<file path="src/rtl/crossing_decision_filter.sv">
// Sliding-window debounce of per-frame crossing detections with
// hysteresis, a rising-edge event and a stale flag on frame timeout.
module crossing_decision_filter #(
  parameter int IMG_WIDTH      = 320,
  parameter int IMG_HEIGHT     = 240,
  parameter int WINDOW         = 8,
  parameter int ON_COUNT       = 6,
  parameter int OFF_COUNT      = 2,
  parameter int MIN_WHITE      = 2000,
  parameter int TIMEOUT_CYCLES = 4000000
) (
  input  logic clk,
  input  logic rst_n,
  input  logic clear,
  input  logic detection_valid,
  input  logic crossing_detected,
  input  logic [$clog2(IMG_WIDTH*IMG_HEIGHT)-1:0] white_count,
  output logic crossing_confirmed,
  output logic crossing_event,
  output logic [$clog2(WINDOW+1)-1:0] hit_count,
  output logic stale
);

  localparam int CW = $clog2(IMG_WIDTH*IMG_HEIGHT);
  localparam int HW = $clog2(WINDOW+1);
  localparam int TW = $clog2(TIMEOUT_CYCLES+1);

  localparam logic [CW-1:0] MIN_C = CW'(MIN_WHITE);
  localparam logic [HW-1:0] WIN_C = HW'(WINDOW);
  localparam logic [HW-1:0] ON_C  = HW'(ON_COUNT);
  localparam logic [HW-1:0] OFF_C = HW'(OFF_COUNT);
  localparam logic [TW-1:0] TMO_C = TW'(TIMEOUT_CYCLES);

  typedef enum logic [1:0] {
    S_FILL,
    S_CLEAR,
    S_CONF,
    S_STALE
  } state_t;

  state_t state_q, state_d;

  logic [WINDOW-1:0] hist_q, hist_d;
  logic [HW-1:0] hit_q, hit_d;
  logic [HW-1:0] frames_q, frames_d;
  logic [TW-1:0] tmo_q, tmo_d;
  logic conf_q, conf_d;
  logic evt_q, evt_d;
  logic stale_q, stale_d;

  logic hit;
  logic drop;
  logic expire;
  logic [HW-1:0] upd_hit;
  logic [HW-1:0] upd_frames;

  assign hit  = crossing_detected &&
                (white_count >= MIN_C);
  assign drop = (frames_q == WIN_C) &&
                hist_q[WINDOW-1];

  assign upd_hit = hit_q
                 + {{(HW-1){1'b0}}, hit}
                 - {{(HW-1){1'b0}}, drop};

  assign upd_frames = (frames_q == WIN_C) ?
                      frames_q :
                      frames_q + HW'(1);

  // Expiry is the edge on which the idle count would reach the limit.
  assign expire = !detection_valid &&
                  (tmo_q >= TMO_C - TW'(1)) &&
                  (state_q != S_STALE);

  always_comb begin
    tmo_d = tmo_q;
    if (clear || detection_valid) begin
      tmo_d = '0;
    end else if (tmo_q != TMO_C) begin
      tmo_d = tmo_q + TW'(1);
    end
  end

  always_comb begin
    hist_d   = hist_q;
    hit_d    = hit_q;
    frames_d = frames_q;
    if (clear) begin
      hist_d   = '0;
      hit_d    = '0;
      frames_d = '0;
    end else if (detection_valid) begin
      hist_d   = {hist_q[WINDOW-2:0], hit};
      hit_d    = upd_hit;
      frames_d = upd_frames;
    end else if (expire) begin
      hist_d   = '0;
      hit_d    = '0;
      frames_d = '0;
    end
  end

  always_ff @(posedge clk or negedge rst_n) begin
    if (!rst_n) begin
      state_q <= S_FILL;
    end else begin
      state_q <= state_d;
    end
  end

  always_comb begin
    state_d = state_q;
    if (clear) begin
      state_d = S_FILL;
    end else if (detection_valid) begin
      unique case (state_q)
        S_FILL: begin
          if (upd_frames == WIN_C) begin
            state_d = (upd_hit >= ON_C) ?
                      S_CONF : S_CLEAR;
          end
        end
        S_CLEAR: begin
          if (upd_hit >= ON_C) begin
            state_d = S_CONF;
          end
        end
        S_CONF: begin
          if (upd_hit <= OFF_C) begin
            state_d = S_CLEAR;
          end
        end
        S_STALE: state_d = S_FILL;
        default: state_d = S_FILL;
      endcase
    end else if (expire) begin
      state_d = S_STALE;
    end
  end

  always_comb begin
    conf_d  = (state_d == S_CONF);
    evt_d   = conf_d && !conf_q;
    stale_d = (state_d == S_STALE);
  end

  always_ff @(posedge clk or negedge rst_n) begin
    if (!rst_n) begin
      hist_q   <= '0;
      hit_q    <= '0;
      frames_q <= '0;
      tmo_q    <= '0;
      conf_q   <= 1'b0;
      evt_q    <= 1'b0;
      stale_q  <= 1'b0;
    end else begin
      hist_q   <= hist_d;
      hit_q    <= hit_d;
      frames_q <= frames_d;
      tmo_q    <= tmo_d;
      conf_q   <= conf_d;
      evt_q    <= evt_d;
      stale_q  <= stale_d;
    end
  end

  assign crossing_confirmed = conf_q;
  assign crossing_event     = evt_q;
  assign hit_count          = hit_q;
  assign stale              = stale_q;

endmodule

</file>
<file path="config.mk">
export PLATFORM = sky130hd
export DESIGN_NAME = crossing_decision_filter
export DESIGN_NICKNAME = d
export VERILOG_FILES = /design/src/rtl/crossing_decision_filter.sv
export SDC_FILE = /design/constraint.sdc
export NUM_CORES = 1
export LEC_CHECK = 0
export BUFFER_PORTS_ARGS = -buffer_cell sky130_fd_sc_hd__buf_4
export CELL_PAD_IN_SITES_DETAIL_PLACEMENT = 0
export CELL_PAD_IN_SITES_GLOBAL_PLACEMENT = 2
export CORE_MARGIN = 1.5
export CORE_UTILIZATION = 33
export DETAILED_ROUTE_END_ITERATION = 16
export GPL_TIMING_DRIVEN = 0
export PLACE_DENSITY = 0.77
export SKIP_LAST_GASP = 1
export SYNTH_ARGS = -nofsm -noshare
export SYNTH_HDL_FRONTEND = slang
export SYNTH_SLANG_ARGS = --single-unit
</file>
<file path="constraint.sdc">
create_clock -name clk -period 3.6 [get_ports clk]
set_clock_uncertainty 0.15 [all_clocks]
set_input_delay 0.54 -clock clk [delete_from_list [all_inputs] [get_ports clk]]
set_output_delay 0.54 -clock clk [all_outputs]
set_load 0.005 [all_outputs]
</file>
==> run_results.csv <==
group,metric,value,unit
routing,via_count,1858,
critical_path,reg2reg_depth,14,
clocking,cts_made_buffers,5,
routing,drt_drc_violations_left,0,
clocking,root_buffer,"clkbuf_8",
synth,yosys_warnings,0,
critical_path,max_stage_delay,540,ps
critical_path,cp.required,3620,ps
synth,yosys.area_share.simple,23.0,%
routing,ant_nets,0,
critical_path,path_depth,12,
final_layout,final_area,2880,um2
synth,ys_seq_area_share,44.6,%
critical_path,cp.arrival,3580,ps
synth,synth.distinct_cells,57,
power_and_ir_drop,vdd.ir_drop.worst,144,uV
clocking,cts_tree,"done",
routing,viasPerCell,4.94,
timing,fin_crit_sh,98.7,%
clocking,worstSkewPairLatency,300,ps
synth,synth_nets,276,
floorplan,die_x,88.5,um
critical_path,cp_num_buf_inv,2,
final_layout,synthToLayoutAreaGrowth,19.2,%
critical_path,worst-path-max-fanout,3,
synth,netlist_area,2410,um2
synth,synthAdderAreaFrac,4.98,%
synth,synth.area.mux_share,0.415,%
floorplan,core-area,6940,um2
timing,finalMaxSlewViolations,0,
placed_design,hpwl,3560,um
final_layout,drive_above_1_share,20.0,%
clocking,cts.reportedPaths.clkPinSlew,80,ps
global_route,grt_util_all_layers,14.1,%
clocking,ctsHoldBuffers,0,
placed_design,placed_cell_area,2730,um2
routing,first_iter_violations,53,
global_route,grt_pass1_vias,1767,
clocking,clock_sink_count,43,
clocking,cts_max_level,2,
routing,first_pass_iters,4,
critical_path,cpLargestDelayFamily,"simple AND/OR/NAND/NOR gates",
final_layout,n_antenna_cell,0,
floorplan,die_height,88.5,um
final_layout,final_common_cell,"dfrtp_1",
timing,relSlewSlack,63.0,%
global_route,grt_remaining_overflow,0,
global_route,grt_first_pass_wirelength,8460,um
synth,synth_edf_count,0,
placed_design,io_buffers,24,
synth,synthArstFlopShare,100,%
timing,rsz0062_at_grt,"true",
final_layout,fillers,709,
synth,synth_compound_area_share,15.2,%
final_layout,multi_input_area,1290,um2
hold_path,hold_path_class,"primary input to async pin",
critical_path,crit_slowest_cell,"or4_4",
final_layout,layout_common_cells,"dfrtp_1 (41), nor2_1 (34), buf_4 (25), xor2_1 (16), nand3_1 (16)",
routing,wire_per_inst,13.3,um
routing,wl,4990,um
clocking,clockBufferDepth,2,
synth,synth_xor_area_share,7.99,%
status,outcome,"complete, no violations",
global_route,antenna_found_initial,0,
critical_path,critical_path.cell_chain,"buf_6 -> or4_4 -> o41ai_4 -> ha_1 -> inv_2 -> ha_4 -> fa_1 -> and2_1 -> or4b_4 -> a211o_1 -> nor2_4 -> nor3_1",
critical_path,critPathKind,"primary input to flop",
critical_path,worstSetupStartpoint,"white_count[13]",
synth,synth_seq_cells,43,
final_layout,seq_area,1080,um2
timing,fmax,281,MHz
timing,setup_viol,0,
global_route,grt_max_degree,44,
synth,syn-mean-instance-area,9.85,um2
floorplan,initial_utilization,34.7,%
power_and_ir_drop,power.density,338,nW/um2
timing,worst_pin_slew,555,ps
job,maxCapViolations,0,
critical_path,rr_startpoint,"frames_q[0]$_DFFE_PN0P_",
power_and_ir_drop,leakage,0.00125,uW
floorplan,dieArea,7830,um2
timing,hold_viol_final,0,
placed_design,finalWeightedCongestion,0.716,
synth,synth_top_family_by_area,"simple AND/OR/NAND/NOR gates",
synth,ys.flop_type,"dfrtp_1",
synth,synth_cells,245,
timing,finalCriticalPeriod,3550,ps
critical_path,worstSetupStartpointType,"primary input",
floorplan,io_pins,29,
floorplan,std_cell_rows,30,
timing,fin_setup_tns,0,ps
final_layout,nets,310,
critical_path,cp-end-kind,"flop",
==> final timing paths <==
path / end / slack, ps
max in group asynchronous: frames_q[0]$_DFFE_PN0P_ / 2800
min: hist_q[2]$_DFFE_PN0P_ / 70
max reg2reg: crossing_event$_DFF_PN0_ / 110
max: crossing_event$_DFF_PN0_ / 50
min reg2reg: crossing_event$_DFF_PN0_ / 290
min in group clk: crossing_event$_DFF_PN0_ / 290
==> repair_timing <==
| action | CTS | global route |
|---|---|---|
| setup endpoints to repair | 5 | 4 |
| buffers inserted | 2 | 1 |
| pin swaps | 5 | 4 |
| gates resized for setup | 6 | 4 |
| hold endpoints to repair | 0 | 0 |
==> logic make-up (layout without fill, tap and decap cells) <==
group,after synthesis,after routing
buffers and inverters,22,57
xor gates and xnor gates,22,22
DFF,43,43
adders and majority gates,9,9
muxes,1,1
and+or+nand+nor,106,106
AOI/OAI and AO/OA,42,42
==> flip-flops by register name, summed over array words and instances (netlist names) <==
signal              flops
stale                   1
hit_count               4
frames_q                4
tmo_q                  22
hist_q                  8
crossing_event          1
state_q                 2
crossing_confirmed      1
==> power breakdown <==
group | internal, uW | total [uW] | switching [uW]
combinational | 84.8 | 159 | 74.1
sequential | 497 | 517 | 19.9
clock | 136 | 296 | 160
total | 719 | 972 | 254
==> metrics by stage <==
stage	hold WS [ps]	instances	utilization, %	power, uW	worst slack [ps]
3_3_place_gp	276	365	39.3	674	-489
2_1_floorplan	94.4	245	-	612	-84.4
5_1_grt	132	376	41.4	1020	-55.4
6_report	69.7	376	41.4	972	46.0
3_5_place_dp	285	365	39.3	675	-490
4_1_cts	102	375	41.2	986	-34.0
==> area by class of cell <==
cell class	instances	share of cell area [%]
Tap cell	96	4.18
Inverter	13	1.70
Multi-Input combinational cell	180	45.0
Clock inverter	1	0.174
Timing Repair Buffer	27	7.31
Buffer	9	1.52
Clock buffer	7	2.65
Sequential cell	43	37.5
==> cell usage after synthesis (2+ instances only) <==
master,count,area share [%]
o22a_1,2,0.73
xor2_1,16,5.8
xnor2_1,6,2.2
a21oi_1,4,0.83
inv_1,13,2.0
a211o_1,2,0.73
nand2_1,13,2.0
nand2b_1,4,1.0
clkbuf_1,6,0.93
dfrtp_1,43,45
nor2_1,36,5.6
or2_1,2,0.52
or3b_2,2,0.73
and3_1,2,0.52
or3_1,2,0.52
a22o_1,13,4.7
or2_2,2,0.52
and2_1,3,0.78
nor4_1,2,0.52
nor2b_1,2,0.52
nand4_1,8,2.1
ha_1,8,4.1
nand3_1,16,3.3
nor3_1,4,0.83
o21ai_0,2,0.41
==> layer usage <==
| layer | part of all wire (%) | vias up | global-route usage, % |
|---|---|---|---|
| li1 | - | 939 | - |
| met1 | 48 | 887 | 18.6 |
| met2 | 48 | 27 | 23.2 |
| met3 | 3.2 | 5 | 3.17 |
| met4 | 0.68 | 0 | 3.84 |
| met5 | 0 | - | 0 |
Note: power is estimated with default switching activity, not from simulation.
